## src/rtl/traffic_light_ctrl.sv

```systemverilog
// Two-road traffic-light sequencer with BCD countdown and pedestrian-shortened main green.
// Optional flashing yellow is built when YELLOW_BLINK_EN is defined.
module traffic_light_ctrl #(
  parameter int GREEN_MAIN = 10,
  parameter int GREEN_SIDE = 5,
  parameter int YELLOW     = 3,
  parameter int ALL_RED    = 1,
  parameter int PED_GREEN  = 3
) (
  input  logic       clk,
  input  logic       rst_n,
  input  logic       tick_1s,
  input  logic       tick_half,
  input  logic       ped_req,
  output logic       main_r,
  output logic       main_y,
  output logic       main_g,
  output logic       side_r,
  output logic       side_y,
  output logic       side_g,
  output logic [3:0] cnt_tens,
  output logic [3:0] cnt_ones,
  output logic       ped_pending,
  output logic [2:0] state_dbg
);

  typedef enum logic [2:0] {
    MAIN_G = 3'd0,
    MAIN_Y = 3'd1,
    RED1   = 3'd2,
    SIDE_G = 3'd3,
    SIDE_Y = 3'd4,
    RED2   = 3'd5
  } state_t;

  localparam logic [6:0] D_GREEN_MAIN = 7'(GREEN_MAIN);
  localparam logic [6:0] D_GREEN_SIDE = 7'(GREEN_SIDE);
  localparam logic [6:0] D_YELLOW     = 7'(YELLOW);
  localparam logic [6:0] D_ALL_RED    = 7'(ALL_RED);
  localparam logic [6:0] D_PED_GREEN  = 7'(PED_GREEN);

  state_t     state, state_nxt, state_succ;
  logic [6:0] cnt, cnt_nxt, cnt_dec;
  logic       ped_nxt;
  logic       t1_d;
  logic       sec_edge;
  logic       yellow_en;

  function automatic logic [6:0] phase_dur(input state_t s);
    case (s)
      MAIN_G:       phase_dur = D_GREEN_MAIN;
      MAIN_Y:       phase_dur = D_YELLOW;
      SIDE_G:       phase_dur = D_GREEN_SIDE;
      SIDE_Y:       phase_dur = D_YELLOW;
      RED1, RED2:   phase_dur = D_ALL_RED;
      default:      phase_dur = D_GREEN_MAIN;
    endcase
  endfunction

  // Reset to 1 so a tick held high across reset release is not seen as an edge.
  always_ff @(posedge clk or negedge rst_n) begin
    if (!rst_n) t1_d <= 1'b1;
    else        t1_d <= tick_1s;
  end

  assign sec_edge = tick_1s & ~t1_d;

  always_comb begin
    state_succ = MAIN_G;
    case (state)
      MAIN_G:  state_succ = MAIN_Y;
      MAIN_Y:  state_succ = RED1;
      RED1:    state_succ = SIDE_G;
      SIDE_G:  state_succ = SIDE_Y;
      SIDE_Y:  state_succ = RED2;
      RED2:    state_succ = MAIN_G;
      default: state_succ = MAIN_G;
    endcase
  end

  always_comb begin
    state_nxt = state;
    cnt_nxt   = cnt;
    cnt_dec   = cnt;
    ped_nxt   = ped_pending | ped_req;
    if (sec_edge && cnt == 7'd1) begin
      state_nxt = state_succ;
      cnt_nxt   = phase_dur(state_succ);
    end else begin
      if (sec_edge) cnt_dec = cnt - 7'd1;
      // Pending pedestrian caps the remaining main green, applied after any decrement.
      if (state == MAIN_G && ped_pending && cnt_dec > D_PED_GREEN)
        cnt_nxt = D_PED_GREEN;
      else
        cnt_nxt = cnt_dec;
    end
    if (state_nxt == SIDE_G && state != SIDE_G) ped_nxt = 1'b0;
  end

  always_ff @(posedge clk or negedge rst_n) begin
    if (!rst_n) begin
      state       <= MAIN_G;
      cnt         <= D_GREEN_MAIN;
      ped_pending <= 1'b0;
    end else begin
      state       <= state_nxt;
      cnt         <= cnt_nxt;
      ped_pending <= ped_nxt;
    end
  end

`ifdef YELLOW_BLINK_EN
  logic th_d;
  logic half_edge;
  logic blink;
  logic yellow_entry;

  assign half_edge    = tick_half & ~th_d;
  assign yellow_entry = (state_nxt != state) && (state_nxt == MAIN_Y || state_nxt == SIDE_Y);

  // Entry into a yellow phase restarts the flash with the lamp lit.
  always_ff @(posedge clk or negedge rst_n) begin
    if (!rst_n) begin
      th_d  <= 1'b1;
      blink <= 1'b1;
    end else begin
      th_d <= tick_half;
      if (yellow_entry)   blink <= 1'b1;
      else if (half_edge) blink <= ~blink;
    end
  end

  assign yellow_en = blink;
`else
  logic unused_tick_half;
  assign unused_tick_half = tick_half;
  assign yellow_en        = 1'b1;
`endif

  always_comb begin
    main_r = 1'b0;
    main_y = 1'b0;
    main_g = 1'b0;
    side_r = 1'b0;
    side_y = 1'b0;
    side_g = 1'b0;
    case (state)
      MAIN_G: begin main_g = 1'b1;      side_r = 1'b1; end
      MAIN_Y: begin main_y = yellow_en; side_r = 1'b1; end
      RED1:   begin main_r = 1'b1;      side_r = 1'b1; end
      SIDE_G: begin side_g = 1'b1;      main_r = 1'b1; end
      SIDE_Y: begin side_y = yellow_en; main_r = 1'b1; end
      RED2:   begin main_r = 1'b1;      side_r = 1'b1; end
      default: begin main_r = 1'b1;     side_r = 1'b1; end
    endcase
  end

  assign cnt_tens  = 4'(cnt / 7'd10);
  assign cnt_ones  = 4'(cnt % 7'd10);
  assign state_dbg = state;

endmodule

```

## config.mk

```make
export PLATFORM = sky130hd
export DESIGN_NAME = traffic_light_ctrl
export DESIGN_NICKNAME = d
export VERILOG_FILES = /design/src/rtl/traffic_light_ctrl.sv
export SDC_FILE = /design/constraint.sdc
export NUM_CORES = 1
export LEC_CHECK = 0
export CORE_MARGIN = 2
export CORE_UTILIZATION = 57
export CTS_BUF_LIST = sky130_fd_sc_hd__clkbuf_8
export CTS_CLUSTER_DIAMETER = 60
export DETAILED_ROUTE_END_ITERATION = 6
export PLACE_DENSITY = 0.87
export SYNTH_ARGS = -nofsm -noshare
export SYNTH_HDL_FRONTEND = slang
export SYNTH_SLANG_ARGS = --single-unit
```

## constraint.sdc

```tcl
create_clock -name clk -period 10.7 [get_ports clk]
set_input_delay 3.21 -clock clk [delete_from_list [all_inputs] [get_ports clk]]
set_output_delay 3.21 -clock clk [all_outputs]
set_load 0.05 [all_outputs]
```

Word level (Yosys, flattened, before mapping). Index checks and enable logic that the tools add are counted.

Flip-flop bits (word level): 12. Output and inout port bits: 18. Word-level logic and storage cells: 46.

Add/subtract/negate cells: 1. Divide/modulo/power cells: 2. Magnitude comparators: 1. Eq/ne operators: 12. Mux-type cells: 14. Bitwise gates (word level): 3. Reductions and logical operators: 9.

Operators by type and width (count): 7-bit 2-to-1 mux (4); 3-bit by 2-bit equality test with 1-bit output (second input constant) (5); 3-bit case mux with 5 select lines (1); 4-bit case mux with 3 select lines (1); 3-bit equality test (second input constant) (3); 2-bit OR reduction (4); 7-bit by 4-bit divider with 7-bit output (second input constant) (1); 7-bit by 1-bit equality test with 1-bit output (second input constant) (1); 7-bit by 2-bit greater-than comparator with 1-bit output (second input constant) (1); 7-bit by 4-bit modulo with 7-bit output (second input constant) (1); 1-bit 2-to-1 mux (7); 7-bit by 1-bit subtractor with 7-bit output (second input constant) (1); 3-bit by 1-bit equality test with 1-bit output (second input constant) (2); 1-bit logical AND (4); 3-bit logical NOT (1); 3-bit 2-to-1 mux (1); 3-bit by 2-bit != test with 1-bit output (second input constant) (1); 1-bit bitwise AND (1); 1-bit inverter (1); 1-bit OR (1).

Depth between registers and ports, before layout.
Depth after elaboration: 8. Mapped depth: 12.

Worst setup path before layout. Ideal clock, no wire load.

Path kind: flip-flop to output port. Start: register cnt[5]. End: output port cnt_ones[2]. Data arrival time: 3.065 ns. Setup slack: 4.425 ns. Cell stages (with the launch flop): 11. Path buffers: 0. Path through: dfrtp_1 -> inv_1 -> ha_1 -> o21ai_2 -> xnor2_4 -> o31ai_1 -> a21oi_1 -> ha_1 -> a21o_1 -> a21o_1 -> a22oi_1.

Cells in the longest elaborated chain, start to end: 1.

Ends and longest elaborated chain: from (decl) (RTL line 43) `logic [6:0] cnt, cnt_nxt, cnt_dec;`; from (signal assigned) (RTL line 107) `cnt <= cnt_nxt;`; 7-bit by 4-bit modulo with 7-bit output (RTL line 159) `assign cnt_ones = 4'(cnt % 7'd10);`; to (decl) (RTL line 22) `output logic [3:0] cnt_ones,`.

Every way passes these cells.

Worst setup path in the final report.
Start: register cnt[5]. End: output port cnt_ones[1].

Same word-level chain as after synthesis.

==> impl_metrics.json <==
{
  "grt_usage_pct": 22.3,
  "crit_end": "cnt_ones[1]",
  "r2r_slack_ps": 8580,
  "die_h_um": 49.1,
  "arrival_ps": 3800,
  "vias": 1013,
  "synth-edff-count": 0,
  "post_cts_resized": 0,
  "gr-total-overflow": 0,
  "place_congestion": 0.870,
  "worst_setup_path_start_kind": "register",
  "ys_top_cells_by_area": "dfrtp_1 (19%), ha_1 (8.6%), dfstp_2 (6.8%)",
  "fin_util_pct": 72.6,
  "drt_iter0_markers": 29,
  "clk_pin_slew_worst_paths_ps": 50,
  "r2r_end": "cnt[0]",
  "setup_tns_ps": 0,
  "ys_warn_count": 0,
  "syn_area_per_cell_um2": 8.46,
  "coreArea_um2": 1940,
  "setup_viol": 0,
  "start_util_pct": 59.7,
  "drive_gt1_share_pct": 13.0,
  "cts_buffers": 3,
  "die_area_um2": 2410,
  "grt_max_degree": 15,
  "root_buffer": "clkbuf_8",
  "area_delta_synth_final_pct": 21.6,
  "timing.hold.ws_ps": 564,
  "cts_setup_buffers": 0,
  "port_buffers": 21,
  "fmax_ghz": 0.143,
  "clock-sinks": 12,
  "num_rows": 16,
  "yosys_register_bits": 12,
  "drc": 0,
  "crit_type": "register to primary output",
  "r2r-start": "cnt[4]",
  "hold_path.class": "register to register",
  "firstDrtPassIters": 4,
  "clock_skew_ps": 0.563,
  "die_x_um": 49.1,
  "routed_wl_mm": 2.42,
  "synth_cell_types": 49,
  "synth_nets": 150,
  "io_pins": 23,
  "fin_crit_sh_pct": 65.5,
  "ys_seq_area_share_pct": 26.2,
  "yosysTopAreaCell": "dfrtp_1",
  "ff_latch_area_um2": 304,
  "fin_crit_ps": 7010,
  "hold_path_depth": 1,
  "ys.flop_type": "dfrtp_1",
  "maxSlewHeadroom_pct": 64.7,
  "final_common_cell": "clkdlybuf4s50_1",
  "postRouteAntennaNets": 0,
  "detail_route.wl_per_cell_um": 13.4,
  "h-tree-depth": 1,
  "grt_antenna_before_repair": 0,
  "status": "finished, final reports clean",
  "fillers": 147,
  "clock_latency_ps": 240,
  "ff2ff_path_depth": 8,
  "hpwl_mm": 1.89,
  "multi_input_area_um2": 772,
  "antenna_cells": 0,
  "final_cell_mix": "clkdlybuf4s50_1 (21), nand2_1 (16), nor2_1 (14)",
  "cts_tree": "done",
  "drv_cap": 0,
  "syn_area_um2": 1160,
  "synth_top_area_share_pct": 19.4,
  "worstMarginPinSlew_ps": 527,
  "instances_no_fill": 181,
  "ys_async_sr_fraction_pct": 100,
  "crit_path_max_fanout": 5,
  "hold_buffers": 0,
  "grt_pass1_wl_mm": 4.22,
  "endpoint_kind": "primary output",
  "dp.cells": 177,
  "nNetsFinal": 168,
  "finalHoldViolations": 0,
  "drt-vias-per-instance": 5.60,
  "synthCells": 137,
  "rsz0062_at_grt": "false",
  "clk_path_buf_depth": 2,
  "critPathRequiredTime_ps": 7490,
  "slew_violations": 0,
  "crit_start": "cnt[5]",
  "grt_pass1_vias": 914
}
registers in the layout, summed over array words and instances (netlist names):
register	cells
cnt	7
ped_pending	1
state_dbg	3
t1_d	1
area by class of cell:
cell class,instances,share of cell area (%)
multi-input cells,108,54.8
flip-flops and latches,12,21.6
repair buffers,21,14.9
clock buffers,4,3.91
inverters,9,2.40
well taps,27,2.40
cells in the mapped netlist (all sizes together) (2+ instances only):
master and count:
nand2 16, nor2 14, dfrtp 9, ha 8
inv 8, o21ai 8, xnor2 8, a21oi 7
a21o 4, buf 4, clkbuf 4, nor3 4
and2 3, dfstp 3, nand2b 3, a211oi 2
nand3 2, nand4 2, nor2b 2, nor4 2
o22a 2, o22ai 2, o31ai 2, or2 2
xor2 2
worst max-delay path: stages, from the launching register on:
cell and delay, ps:
dfrtp_1 460, inv_1 120, ha_1 250, o21ai_2 340, xnor2_2 200, mux2i_1 210, o22ai_1 170, a21oi_1 260
ha_1 250, o21ai_1 110, or2_4 260, xnor2_2 110, clkdlybuf4s50_1 810
logic make-up after synthesis:
group	after synthesis	share of synthesized area, %
AOI/OAI and AO/OA	36	24.0
xor gates and xnor gates	10	10.5
adders and majority gates	8	8.64
buffers and inverters	17	7.13
DFF	12	26.2
muxes	2	1.84
and+or+nand+nor	52	21.7
routing by layer:
| layer | global-route usage (%) | vias up | part of all wire, % |
|---|---|---|---|
| li1 | - | 509 | - |
| met1 | 29.5 | 485 | 47 |
| met2 | 36.5 | 14 | 49 |
| met3 | 4.91 | 5 | 2.6 |
| met4 | 5.71 | 0 | 1.2 |
| met5 | 0 | - | 0 |
stage by stage:
stage	worst slack (ps)	area [um^2]
final	3690	1410
after detailed placement	3950	1350
after global routing	3460	1410
after global placement	4100	1350
after floorplan	4420	1160
after CTS	3670	1410
worst min-delay path by stage:
stage                      startpoint     endpoint
after detailed placement  ped_pending  ped_pending
after CTS                 ped_pending  ped_pending
after global routing      ped_pending  ped_pending
after global placement    ped_pending  ped_pending
final                     ped_pending  ped_pending
after floorplan                cnt[5]       cnt[5]
Power is not shown: default switching activity piles up to over one toggle a cycle in this logic, so the estimate is an artifact.
==> RTL edit: new RTL, same settings <==
Build with the macro `YELLOW_BLINK_EN` defined.
--- a/src/rtl/traffic_light_ctrl.sv
+++ b/src/rtl/traffic_light_ctrl.sv
@@ -1,5 +1,7 @@
 // Two-road traffic-light sequencer with BCD countdown and pedestrian-shortened main green.
 // Optional flashing yellow is built when YELLOW_BLINK_EN is defined.
+`define YELLOW_BLINK_EN
+
 module traffic_light_ctrl #(
   parameter int GREEN_MAIN = 10,
   parameter int GREEN_SIDE = 5,
Function: changed (a bounded check fails within 10 cycles, from zero or initial values and one cycle with rst_n low).
==> RTL edit against the original RTL <==
- critical path depth shrank 1
- design area grew 12%
- via count grew 19%
- first-iteration DRC count grew 59%
- global-route usage grew 3.1 points
- clock skew is essentially flat
- setup slack lost 120 ps
- sequential cell count grew 2
- synthesized area grew 18%
- routed wire length grew 24%
- worst hold slack lost 19 ps
- largest cell class unchanged
- highest routed layer unchanged
Power is not shown: default switching activity piles up to over one toggle a cycle in this logic, so the estimate is an artifact.
==> RTL edit: results (changes against the original RTL) <==
stage,metric,value,unit,change
run_status,outcome,completed,,
worst_setup_path,reg2reg start,cnt[2]$_DFF_PN0_,,
timing,fmax,140,MHz,-1.6%
global_routing,met1 global-route usage,37.6,%,+8.1 points
drt,vias per inst,6.01,,+7.5%
hold_path,min-delay src,ped_pending$_DFF_PN0_,,
global_routing,first-pass GRT wire length,5240,um,+24%
layout,proportion of layout cells with a drive suffix above 1,15.6,%,+2.6 points
drt,met3 routed WL,168,um,+170%
placement,dpl cells,197,,+11%
timing,Hold WS,546,ps,-18.5 ps
worst_setup_path,CP endpoint,cnt_ones[2],,
synthesis,Post-synth top flop,dfrtp_1,,
placement,hpwl dp,2170,um,+14%
synthesis,Synth area leaders,"dfrtp_1 16%, dfstp_2 9.6%, nor2_1 4.7%",,
global_routing,vias in the first global route,1102,,+21%
placement,gpl congestion,0.895,,+2.9%
worst_setup_path,crit path from,cnt[6]$_DFF_PN0_,,
drt,WL/cell,15.0,um,+12%
worst_setup_path,"Max FO, Critical Path",17,,+12
hold_path,worst hold path class,register to register,,
placement,Post-Place Setup Slack,3860,ps,-87.8 ps
global_routing,GR Util All Layers,25.3,%,+3.1 points
timing,Max Clock Skew,0.433,ps,-0.129 ps
cts,# H-tree levels,1,,unchanged
synthesis,unique cell type count in the Yosys netlist,60,,+22%
placement,Port Buf Inserts,22,,+4.8%
synthesis,Syn Nets,169,,+13%
drt,Routed WL,3010,um,+24%
synthesis,Syn Inst Count,159,,+16%
synthesis,"Seq/Total Area, Yosys",26.1,%,-0.17 points
timing,slew margin rel.,56.5,%,-8.3 points
global_routing,largest net degree at the start of global routing,19,,+4
synthesis,post-synthesis cell area,1370,um2,+18%
drt,DR pass1 iterations,4,,unchanged
drt,Iteration-0 DRC Markers,46,,+59%
placement,dpl cell area,1520,um2,+12%
global_routing,GR Util met3,6.78,%,+1.9 points
drt,met2 wire len,1370,um,+15%
layout,NumNets Final,184,,+9.5%
worst_setup_path,Worst R2R Path Depth,3,,-5
synthesis,synth cell count leaders,"17 x nor2_1, 14 x nand2_1, 9 x dfrtp_1, 8 x nand3_1, 8 x o21ai_0",,
worst_setup_path,R2R Setup Slk,8710,ps,+130 ps
cts,setup bufs post-CTS,0,,unchanged
worst_setup_path,FF-to-FF End,state_dbg[1]$_DFF_PN0_,,
drt,Post-Route M1 WL,1450,um,+28%
drt,Residual DRC,0,,unchanged
global_routing,met2 Usage GRT,36.5,%,about the same
==> RTL edit: critical path, stage by stage, from the launching register on <==
cell and delay [ps]:
dfrtp_1 680, and3b_2 290, nor2_1 90, a2bb2oi_1 210, o221a_2 240, ha_1 380, a21oi_2 80, o21ai_4 180
o211ai_4 100, nor4_4 370, mux2i_1 230, clkdlybuf4s50_1 820
==> RTL edit: cells by family after synthesis <==
| logic type | Yosys count | synth area share, % |
|---|---|---|
| flops | 14 | 26.1 |
| fa+ha+maj | 5 | 4.57 |
| buf+inv | 19 | 9.52 |
| compound gates | 40 | 23.4 |
| simple gates | 71 | 29.9 |
| mux | 1 | 0.732 |
| xor+xnor | 9 | 5.76 |
==> RTL edit: layout make-up <==
type | count | area (um2)
timing repair buffer | 22 | 220
inverter | 7 | 26.3
multi-input combinational | 126 | 881
clock buffer | 4 | 55.1
sequential | 14 | 357
fill | 177 | 659
tap | 28 | 35.0
